$ cat config.mk
export PLATFORM = sky130hd
export DESIGN_NAME = alu_issue_ctrl
export DESIGN_NICKNAME = d
export VERILOG_FILES = /design/src/rtl/alu_issue_ctrl.sv
export SDC_FILE = /design/constraint.sdc
export NUM_CORES = 1
export LEC_CHECK = 0
export ABC_AREA = 1
export BUFFER_PORTS_ARGS = -buffer_cell sky130_fd_sc_hd__buf_2
export CORE_UTILIZATION = 50
export CTS_CLUSTER_SIZE = 10
export DETAILED_ROUTE_END_ITERATION = 10
export PLACE_DENSITY_LB_ADDON = 0.05
export SYNTH_ARGS = -nofsm -noshare
export SYNTH_HDL_FRONTEND = slang
export SYNTH_SLANG_ARGS = --single-unit
$ cat constraint.sdc
create_clock -name clk -period 2.63 [get_ports clk]
set_clock_uncertainty 0.15 [all_clocks]
set_input_delay 0 -clock clk [delete_from_list [all_inputs] [get_ports clk]]
set_output_delay 0 -clock clk [all_outputs]
set_load 0.05 [all_outputs]
$ cat src/rtl/alu_issue_ctrl.sv
// alu_issue_ctrl: issue/writeback controller that feeds the combinational 16-bit ALU.
//   Decodes 16-bit instruction words into an ALU opcode and A/B/carry operands,
//   captures the ALU result and flags, and writes back to a 16x16 register file and the 5-bit PSR.
//   Optional macro ALU_ISSUE_FAST_EN merges READ and EXEC into one state and drives the ALU inputs combinationally.
// Ports:
//   clk, reset_n              clock, asynchronous active-low reset
//   inst_valid/inst_ready     instruction handshake (ready only in IDLE)
//   inst                      {op, Rdest, ext, Rsrc} or {op, Rdest, imm8}
//   alu_opcode/a/b/carry      ALU inputs
//   alu_c, alu_flags          ALU result and flags {Z,C,F,L,N}
//   psr                       processor status register
//   done, illegal             one-cycle writeback pulse, and its undefined-opcode qualifier
//   dbg_raddr/dbg_rdata       combinational register file read port
module alu_issue_ctrl #(
    parameter int NREGS = 16,
    parameter int IMM_W = 8
) (
    input  logic        clk,
    input  logic        reset_n,
    input  logic        inst_valid,
    output logic        inst_ready,
    input  logic [15:0] inst,
    output logic [7:0]  alu_opcode,
    output logic [15:0] alu_a,
    output logic [15:0] alu_b,
    output logic        alu_carry,
    input  logic [15:0] alu_c,
    input  logic [4:0]  alu_flags,
    output logic [4:0]  psr,
    output logic        done,
    output logic        illegal,
    input  logic [3:0]  dbg_raddr,
    output logic [15:0] dbg_rdata
);
    typedef enum logic [1:0] {IDLE, READ, EXEC, WB} state_t;
    state_t      state;
    logic [15:0] inst_q, res_q;
    logic [4:0]  flg_q;
    logic [15:0] regs [NREGS];
    logic [3:0]  op, rd, rs;
    logic [7:0]  dec_op;
    logic [15:0] dec_a, dec_b, imm_s, imm_z;
    logic        legal, sext, upd, no_wb;
    assign op     = inst_q[15:12];
    assign rd     = inst_q[11:8];
    assign rs     = inst_q[3:0];
    assign dec_op = (op == 4'h0 || op == 4'h8) ? {op, inst_q[7:4]} : {op, 4'h0};
    assign imm_s  = {{(16-IMM_W){inst_q[IMM_W-1]}}, inst_q[IMM_W-1:0]};
    assign imm_z  = {{(16-IMM_W){1'b0}}, inst_q[IMM_W-1:0]};
    // ADDI, ADDCI, SUBI and CMPI take a signed immediate
    assign sext   = op inside {4'h5, 4'h7, 4'h9, 4'hB};
    assign dec_a  = (dec_op == 8'h0F) ? regs[rs] : regs[rd];
    // shifts: ext[2] selects register amount (0x84-0x87) over the 4-bit immediate (0x80-0x83)
    assign dec_b  = (op == 4'h0) ? regs[rs] :
                    (op == 4'h8) ? (inst_q[6] ? regs[rs] : {12'h000, rs}) :
                    sext ? imm_s : imm_z;
    assign legal  = (op == 4'h0) ? !(inst_q[7:4] inside {4'hA, 4'hC, 4'hD, 4'hE}) :
                    (op == 4'h8) ? !inst_q[7] :
                    !(op inside {4'h4, 4'hD, 4'hE, 4'hF});
    assign upd    = legal && dec_op != 8'h00;
    // compares (CMP, CMPU, CMPI, CMPUI) only update flags
    assign no_wb  = dec_op inside {8'h0B, 8'h08, 8'hB0, 8'hC0};
    assign inst_ready = state == IDLE;
    assign alu_carry  = psr[3];
    assign dbg_rdata  = regs[dbg_raddr];
`ifdef ALU_ISSUE_FAST_EN
    assign alu_opcode = dec_op;
    assign alu_a      = dec_a;
    assign alu_b      = dec_b;
`endif
    always_ff @(posedge clk or negedge reset_n) begin
        if (!reset_n) begin
            state   <= IDLE;
            inst_q  <= '0;
            res_q   <= '0;
            flg_q   <= '0;
            psr     <= '0;
            done    <= 1'b0;
            illegal <= 1'b0;
            for (int i = 0; i < NREGS; i++) regs[i] <= '0;
`ifndef ALU_ISSUE_FAST_EN
            alu_opcode <= '0;
            alu_a      <= '0;
            alu_b      <= '0;
`endif
        end else begin
            done    <= 1'b0;
            illegal <= 1'b0;
            case (state)
                IDLE: if (inst_valid) begin
                    inst_q <= inst;
                    state  <= READ;
                end
`ifdef ALU_ISSUE_FAST_EN
                READ, EXEC: begin
`else
                READ: begin
                    alu_opcode <= dec_op;
                    alu_a      <= dec_a;
                    alu_b      <= dec_b;
                    state      <= EXEC;
                end
                EXEC: begin
`endif
                    res_q   <= alu_c;
                    flg_q   <= alu_flags;
                    done    <= 1'b1;
                    illegal <= !legal;
                    state   <= WB;
                end
                WB: begin
                    if (upd && !no_wb) regs[rd] <= res_q;
                    if (upd) psr <= flg_q;
                    state <= IDLE;
                end
                default: state <= IDLE;
            endcase
        end
    end
endmodule

==> results.json <==
{
  "initial_core_util": 0.511,
  "grt-ovfl-total": 0,
  "grt_use_total": 0.440,
  "period_share": 0.973,
  "cts_root_buffer": "clkbuf_16",
  "rrSetupSlack_ns": 0.07,
  "drc_errors": 0,
  "synth_top_area_share": 0.385,
  "die_area_mm2": 0.0453,
  "worstRegToRegCells": 9,
  "layout.cells.most_common_list": "nand2_1 (1485), dfrtp_1 (339), nand3_1 (305)",
  "power_density_mw_per_mm2": 1270,
  "fin_nets": 3625,
  "ant_nets": 0,
  "final_hold_viol_count": 1,
  "rsz0062_at_grt": "false",
  "max_cap_violations": 0,
  "min_period_ns": 2.56,
  "htreeDepth": 2,
  "ir_drop_mv": 0.805,
  "avgSynthCellArea_um2": 6.38,
  "dp_hpwl_um": 62400,
  "cts.sinks": 342,
  "worstMarginPinSlew_ns": 1.04,
  "vias_per_cell": 6.12,
  "first_global_vias": 23726,
  "worstSkewPairLatency_ns": 0.59,
  "area_delta_synth_final_pct": 17.0,
  "drv_slew": 0,
  "ys_seq_elements": 342,
  "wl_per_cell_um": 23.7,
  "placedCellCount": 4050,
  "final_common_cell": "nand2_1",
  "clock.fmax_ghz": 0.391,
  "via_count": 25627,
  "die_h_um": 213,
  "ys_seq_area_frac": 0.385,
  "cp-startpoint": "inst_q[8]",
  "layout-drive-gt1-share": 0.106,
  "fin_cells": 4185,
  "setup-violations-final": 0,
  "io_buffers": 108,
  "cp-end-kind": "register",
  "clkTransAtPathRegs_ns": 0.06,
  "path_max_fanout": 8,
  "antenna_found_initial": 4,
  "routed_wl_um": 99100,
  "grt_pass1_wl_um": 147000,
  "reg2reg_to": "alu_a[1]",
  "crit_required_ns": 2.94,
  "cts_buffers": 43,
  "synth_area_leader_cell": "dfrtp_1",
  "arrival_ns": 2.87,
  "drt_first_pass_iters": 6,
  "min_path_type": "input pin to register",
  "r2r_start": "inst_q[8]",
  "cp-start-kind": "register",
  "finalWeightedCongestion": 1.00,
  "hold_ws_ns": -0.000877,
  "antenna_cells": 0,
  "cts_max_path_buffers": 3,
  "placementRows": 76,
  "cts_tree": "yes",
  "synthTopCellsByArea": "dfrtp_1 (39%), nand2_1 (25%), nand4_1 (7.3%)",
  "setup.worst_path.class": "register to register",
  "slew_headroom": 0.309,
  "violations": "hold timing",
  "core_area_mm2": 0.0435,
  "boundaryPins": 109,
  "fill_cells": 4128,
  "status": "finished, violations left",
  "syn_nets": 3530,
  "die_w_um": 213,
  "synthCells": 3482,
  "synth_cell_types": 24,
  "netlist_area_mm2": 0.0222,
  "p_leak_nw": 13.8,
  "initialDrtViolationCount": 3808,
  "yosys_warnings": 0,
  "tns_ns": 0,
  "grt_max_degree": 97,
  "crit_end": "alu_a[1]"
}
## sequential cells by signal, indices dropped and copies added (netlist names)
register	count
alu_opcode	8
alu_a	16
inst_q	16
illegal	1
state	2
regs	256
done	1
psr	5
res_q	16
flg_q	5
alu_b	16
## stage by stage
step                      hold WS [ns]  instance area (um^2)  power [W]   util  setup slack, ns
final                        -0.000877                 26000     0.0330  0.598           0.0705
after floorplan                 -0.446                 22200     0.0196      -            0.614
after CTS                     0.000961                 25900     0.0320  0.596           0.0304
after global placement          -0.152                 23900     0.0259  0.551            0.111
after detailed placement        -0.139                 23900     0.0262  0.551           0.0882
after global routing            0.0291                 26000     0.0346  0.598           0.0211
## synth_stat cells
cell type and instances:
a21oi_1 118, a22oi_1 1, buf_1 22, buf_2 65, buf_4 8, clkbuf_1 192
clkinv_1 5, dfrtp_1 342, ha_1 4, inv_1 222, inv_2 6, mux2_2 2
nand2_1 1487, nand2_2 1, nand3_1 305, nand3_2 10, nand4_1 258, nor2_1 233
nor2_2 1, nor2_4 1, o211ai_1 69, o21ai_0 111, o31ai_1 3, or2_2 16
## cell families (layout without fill, tap and decap cells)
| group | Yosys count | in the layout | share of synthesized area |
|---|---|---|---|
| fa+ha+maj | 4 | 4 | 0.00225 |
| mux | 2 | 2 | 0.00101 |
| compound gates | 302 | 302 | 0.0763 |
| flops | 342 | 342 | 0.385 |
| simple gates | 2312 | 2312 | 0.442 |
| buf+inv | 520 | 638 | 0.0929 |
## worst max-delay path, stage by stage (launching register included)
cell and delay (ns):
dfrtp_2 0.61, inv_2 0.17, nand2_1 0.59, o21ai_0 0.15
nor2_1 0.14, nor2_1 0.05, nor2_1 0.14, nand2_1 0.07
nand3_1 0.27, nand2_1 0.08
## power breakdown
| group | switching (W) | total (W) | internal (W) |
|---|---|---|---|
| logic | 0.0123 | 0.0173 | 0.00498 |
| clock network | 0.00238 | 0.00564 | 0.00326 |
| registers | 0.00276 | 0.00999 | 0.00722 |
## worst min-delay path by stage
stage                  from         to  slack [ns]  cells after the start
3_3_place_gp        reset_n  regs[120]       -0.15                      1
6_report       alu_flags[2]   flg_q[2]     -0.0009                      4
3_5_place_dp        reset_n  regs[120]       -0.14                      1
5_1_grt            alu_c[1]   res_q[1]        0.03                      4
2_1_floorplan       reset_n   alu_a[0]       -0.45                      0
4_1_cts        alu_flags[2]   flg_q[2]       0.001                      4
## final cells by class
cell class / instances / area [um^2] / area share
clock inverter: 4 / 23.8 / 0.000915
inverter: 233 / 876 / 0.0337
clock buffer: 64 / 1260 / 0.0484
timing repair buffer: 337 / 2900 / 0.112
tap: 585 / 732 / 0.0282
multi-input combinational: 2620 / 11600 / 0.448
sequential: 342 / 8560 / 0.330
## routing by layer
layer | GRT usage | vias up | share of wire
met1 | 0.584 | 11899 | 0.38
met4 | 0.270 | 6 | 0.068
met2 | 0.637 | 1876 | 0.42
li1 | - | 11439 | -
met3 | 0.116 | 407 | 0.14
met5 | 0 | - | 0.00034
## timing repair
| item | in CTS | in global routing |
|---|---|---|
| gates resized for setup | 0 | 15 |
| setup buffers | 0 | 1 |
| endpoints found under the setup margin | 0 | 267 |
| hold endpoints to repair | 381 | 0 |
| hold buffers | 64 | 0 |
No activity file was read; power rests on OpenSTA's default activity.
